===== config.mk =====
export PLATFORM = sky130hd
export DESIGN_NAME = pe_nic
export DESIGN_NICKNAME = d
export VERILOG_FILES = /design/src/rtl/pe_nic.sv
export SDC_FILE = /design/constraint.sdc
export NUM_CORES = 1
export LEC_CHECK = 0
export CAP_MARGIN = 20
export CORE_MARGIN = 2
export CORE_UTILIZATION = 45
export CTS_CLUSTER_SIZE = 10
export DETAILED_ROUTE_END_ITERATION = 8
export PLACE_DENSITY = 0.77
export REMOVE_ABC_BUFFERS = 1
export SKIP_LAST_GASP = 1
export SYNTH_ARGS = -nofsm -noshare
export SYNTH_HDL_FRONTEND = slang
export SYNTH_SLANG_ARGS = --single-unit

===== constraint.sdc =====
create_clock -name clk -period 3.7 [get_ports clk]
set_clock_uncertainty 0.15 [all_clocks]
set_input_delay 0.74 -clock clk [delete_from_list [all_inputs] [get_ports clk]]
set_output_delay 0.74 -clock clk [all_outputs]
set_load 0.02 [all_outputs]

===== src/rtl/pe_nic.sv =====
// Network interface between one processing element and the PE port of a ring router.
// Single-entry outbound and inbound packet buffers behind a 4-address register window.
module pe_nic #(
  parameter int WIDTH = 64
) (
  input  logic             clk,
  input  logic             rst,
  input  logic [1:0]       addr,
  input  logic [WIDTH-1:0] d_in,
  output logic [WIDTH-1:0] d_out,
  input  logic             nic_en,
  input  logic             nic_wr_en,
  output logic             net_si,
  input  logic             net_ri,
  output logic [WIDTH-1:0] net_do,
  input  logic             net_so,
  output logic             net_ro,
  input  logic [WIDTH-1:0] net_di,
  input  logic             net_polarity
);

  localparam logic [1:0] ADDR_IN_DATA    = 2'b00;
  localparam logic [1:0] ADDR_IN_STATUS  = 2'b01;
  localparam logic [1:0] ADDR_OUT_DATA   = 2'b10;
  localparam logic [1:0] ADDR_OUT_STATUS = 2'b11;

  logic [WIDTH-1:0] r_out_buf;
  logic             r_out_full;
  logic [WIDTH-1:0] r_in_buf;
  logic             r_in_full;
  logic [WIDTH-1:0] r_d_out;

  logic w_wr_out;
  logic w_rd;
  logic w_rd_in_data;
  logic w_inject;
  logic w_capture;

  assign w_wr_out     = nic_en & nic_wr_en & (addr == ADDR_OUT_DATA);
  assign w_rd         = nic_en & ~nic_wr_en;
  assign w_rd_in_data = w_rd & (addr == ADDR_IN_DATA);

  // A packet may only enter the ring on the phase matching its VC bit.
  assign w_inject  = r_out_full & net_ri & (r_out_buf[WIDTH-1] == net_polarity);
  assign w_capture = net_so & ~r_in_full;

  assign net_si = w_inject;
  assign net_do = r_out_buf;
  assign net_ro = ~r_in_full;
  assign d_out  = r_d_out;

  always_ff @(posedge clk) begin
    if (rst) begin
      r_out_buf  <= '0;
      r_out_full <= 1'b0;
    end else if (w_inject) begin
      r_out_full <= 1'b0;
    end else if (w_wr_out && !r_out_full) begin
      r_out_buf  <= d_in;
      r_out_full <= 1'b1;
    end
  end

  // Capture is placed after the read-clear so a same-edge arrival keeps the flag set.
  always_ff @(posedge clk) begin
    if (rst) begin
      r_in_buf  <= '0;
      r_in_full <= 1'b0;
    end else begin
      if (w_rd_in_data) begin
        r_in_full <= 1'b0;
      end
      if (w_capture) begin
        r_in_buf  <= net_di;
        r_in_full <= 1'b1;
      end
    end
  end

  always_ff @(posedge clk) begin
    if (rst) begin
      r_d_out <= '0;
    end else if (w_rd) begin
      case (addr)
        ADDR_IN_DATA:    r_d_out <= r_in_buf;
        ADDR_IN_STATUS:  r_d_out <= {{(WIDTH-1){1'b0}}, r_in_full};
        ADDR_OUT_STATUS: r_d_out <= {{(WIDTH-1){1'b0}}, r_out_full};
        default:         r_d_out <= '0;
      endcase
    end
  end

endmodule


# Word-level counts from Yosys, hierarchy flattened
# Index checks and enable logic that the tools add are counted.
# op_classes
reduce_logical	6
mux	3
n_eq_ne	4
bitwise	10
# ops
op	count
case mux 64 bit (3 select lines)	1
bitwise AND 1 bit	7
equality test 2 bit (second input constant)	2
inverter 1 bit	3
equality test 2 x 1 -> 1 bit (second input constant)	1
zero test 2 bit	1
2-to-1 mux 1 bit	2
AND reduction 2 bit	1
nonzero test 2 bit	1
OR reduction 2 bit	1
equality test 1 bit	1
logical AND 1 bit	1
zero test 1 bit	1
# word_totals
output_inout_bits	130
register_bits	194
elab_cells	28

# Logic depth before layout (Yosys ltp)
# logic_depth
ltp_word	5
depth_mapped	5
depth_no_buf	3

# Worst setup path after synthesis
# No wires, ideal clock.
# synth_timing
path_type	in2out
from	input port net_polarity
to	output port net_si
stages	2
arrival_ns	1.129
required_time_ns	2.810
slack_ns	1.681
cell_sequence	xnor2_1 -> and3_1
# synth_via
elab_chain_cells	2
# synth_rtl
item	line	rtl
from (decl)	19	input logic net_polarity
equality test 1 bit	44	assign w_inject = r_out_full & net_ri & (r_out_buf[WIDTH-1] == net_polarity);
bitwise AND 1 bit	44	
to (decl)	13	output logic net_si,
# No other way between the ends.

# Worst setup path in the final report
# Same ends and word-level chain as after synthesis.

==> reports/metrics.yaml <==
timing:
  rsz0062_at_grt: "false"
  drv_slew: 0
  final-hold-violation-count: 0
  period_needed_ps: 3010
  fmax_mhz: 332
  setup_violations: 0
  worstMarginPinSlew_ps: 927
  holdWs_ps: 306
  fin_crit_sh: 0.814
  layout_setup_ws_ps: 689
  relSlewSlack: 0.382
setup_path:
  r2r_start: "r_out_full"
  arrival_ps: 2120
  startpoint: "net_polarity"
  path_class: "input port to output port"
  cp-start-kind: "input port"
  crit_required_ps: 2810
  worstPathMaxFanout: 2
  cp-end-kind: "output port"
global_route:
  overflow: 0
  grt_pass1_wl_mm: 29.5
  antenna_found_initial: 0
  grt_max_degree: 169
  grt_pass1_vias: 5656
  grt.total_usage: 0.221
logic_synthesis:
  yosysWarnings: 0
  syn_avg_cell_area_um2: 8.98
  synthCells: 800
  yosys.area.top_type: "dfxtp_1"
  synth_top_area_frac: 0.541
  synth-seq-cells: 194
  netlist_area_um2: 7180
  synth_cell_types: 24
  netlist_top_cells_area: "dfxtp_1 54%, nand4b_1 7.8%, nand2_1 6.8%"
  seq_area_frac_synth: 0.541
clock_tree:
  clock-sinks: 194
  clock_latency_ps: 420
  htreeDepth: 4
  clockRootBuffer: "clkbuf_16"
  cts_resized: 0
  hold_buffers: 0
  cts.clk_slew.worst_paths_ps: 70
  postCtsSetupBuffers: 0
  numCtsBuffers: 17
  cts_tree: "yes"
  clock_path_buffers: 2
placed_design:
  globalplace.congestion: 0.759
  dpl.cell_count: 1215
  pre_cts_ws_ps: 693
  place_area_um2: 9870
  portBuffers: 266
  place_hpwl_mm: 12.7
cells_and_area:
  layout_common_cells: "264 x clkdlybuf4s50_1, 194 x dfxtp_1, 131 x nand2_1"
  nets: 1155
  drive_gt1_frac: 0.0475
  fin_cells: 1247
  final_common_cell: "clkdlybuf4s50_1"
  finalInstanceArea_um2: 10500
  area_growth_pct: 46.0
  insertedDiodeCount: 0
power:
  ir_drop_v: 0.000311
  power.density_nw_per_um2: 431
  p_leak_nw: 3.65
floorplan:
  rows: 46
  io_pins: 267
  start_util: 0.456
  core-area_um2: 15800
  die_area_um2: 17000
  die_y_um: 130
  dieWidth_um: 130
detailed_routing:
  drtIter0Drc: 483
  vias: 6475
  drc: 0
  drt_pass1_iterations: 5
  avgRoutedWirePerCell_um: 16.0
  viasPerCell: 5.19
  ant_nets: 0
  drt_wl_total_mm: 20.0
flow_run:
  drv_cap: 0
hold_path:
  min_path_type: "flop to flop"
  hp-start: "r_in_buf[47]"
status:
  run_status: "finished, final reports clean"
## state kept, by name, indices dropped and copies added (netlist names)
signal and flops:
net_do 64, r_out_full 1, d_out 64, r_in_buf 64, r_in_full 1
## worst max-delay path: stages
cell,delay [ps]
clkdlybuf4s50_1,480
xnor2_1,110
and3_1,190
clkdlybuf4s50_1,600
## layout make-up
class | count | area, µm²
fill | 1351 | 5280
sequential | 194 | 3880
multi-input combinational | 528 | 2940
timing repair buffer | 276 | 2770
clock buffer | 18 | 429
tap | 216 | 270
clock inverter | 14 | 193
inverter | 1 | 3.75
## final timing paths
path	to	slack, ps	cells past startpoint
worst min-delay path	r_in_buf[47]	310	2
worst max-delay path	net_si	690	4
worst max register to register	net_do[7]	1840	5
worst min register to register	r_in_buf[47]	310	2
## logic make-up after synthesis
logic type / share of synthesized area
AOI/OAI and AO/OA: 0.158
muxes: 0.00139
xor gates and xnor gates: 0.00122
and+or+nand+nor: 0.246
buffers and inverters: 0.0531
DFF: 0.541
## layer usage
metal	part of all wire	routed length, µm	track usage
met5	0	0	0
met3	0.047	948	0.0504
met2	0.49	9830	0.354
met4	0.033	658	0.105
met1	0.43	8540	0.284
## power breakdown
part           leakage (nW)  internal (mW)  switching [mW]
clock                 0.296           1.04           0.868
sequential             1.58           2.15          0.0311
combinational          1.78          0.231           0.208
## Yosys cell counts
| master | n |
|---|---|
| a22oi_1 | 63 |
| nand4b_1 | 64 |
| a31oi_1 | 1 |
| inv_1 | 1 |
| nor2b_1 | 1 |
| buf_4 | 7 |
| clkbuf_1 | 25 |
| xnor2_1 | 1 |
| o22ai_1 | 1 |
| a211oi_1 | 1 |
| o21ai_1 | 64 |
| mux2i_1 | 1 |
| nand2b_1 | 67 |
| or3b_1 | 1 |
| and4bb_1 | 1 |
| a21oi_1 | 64 |
| buf_2 | 44 |
| buf_6 | 1 |
| nor4b_2 | 1 |
| dfxtp_1 | 194 |
| nand2_1 | 131 |
| and2_1 | 1 |
| nor2_1 | 64 |
| and3_1 | 1 |
## through the flow
step                power (mW)  TNS, ps   util
floorplan                 2.38   -23290      -
global placement          2.66        0  0.626
detailed placement        2.67        0  0.626
CTS                       4.56        0  0.665
global route              4.69        0  0.665
finish                    4.52        0  0.665
Power figures use the tool's default switching activity.
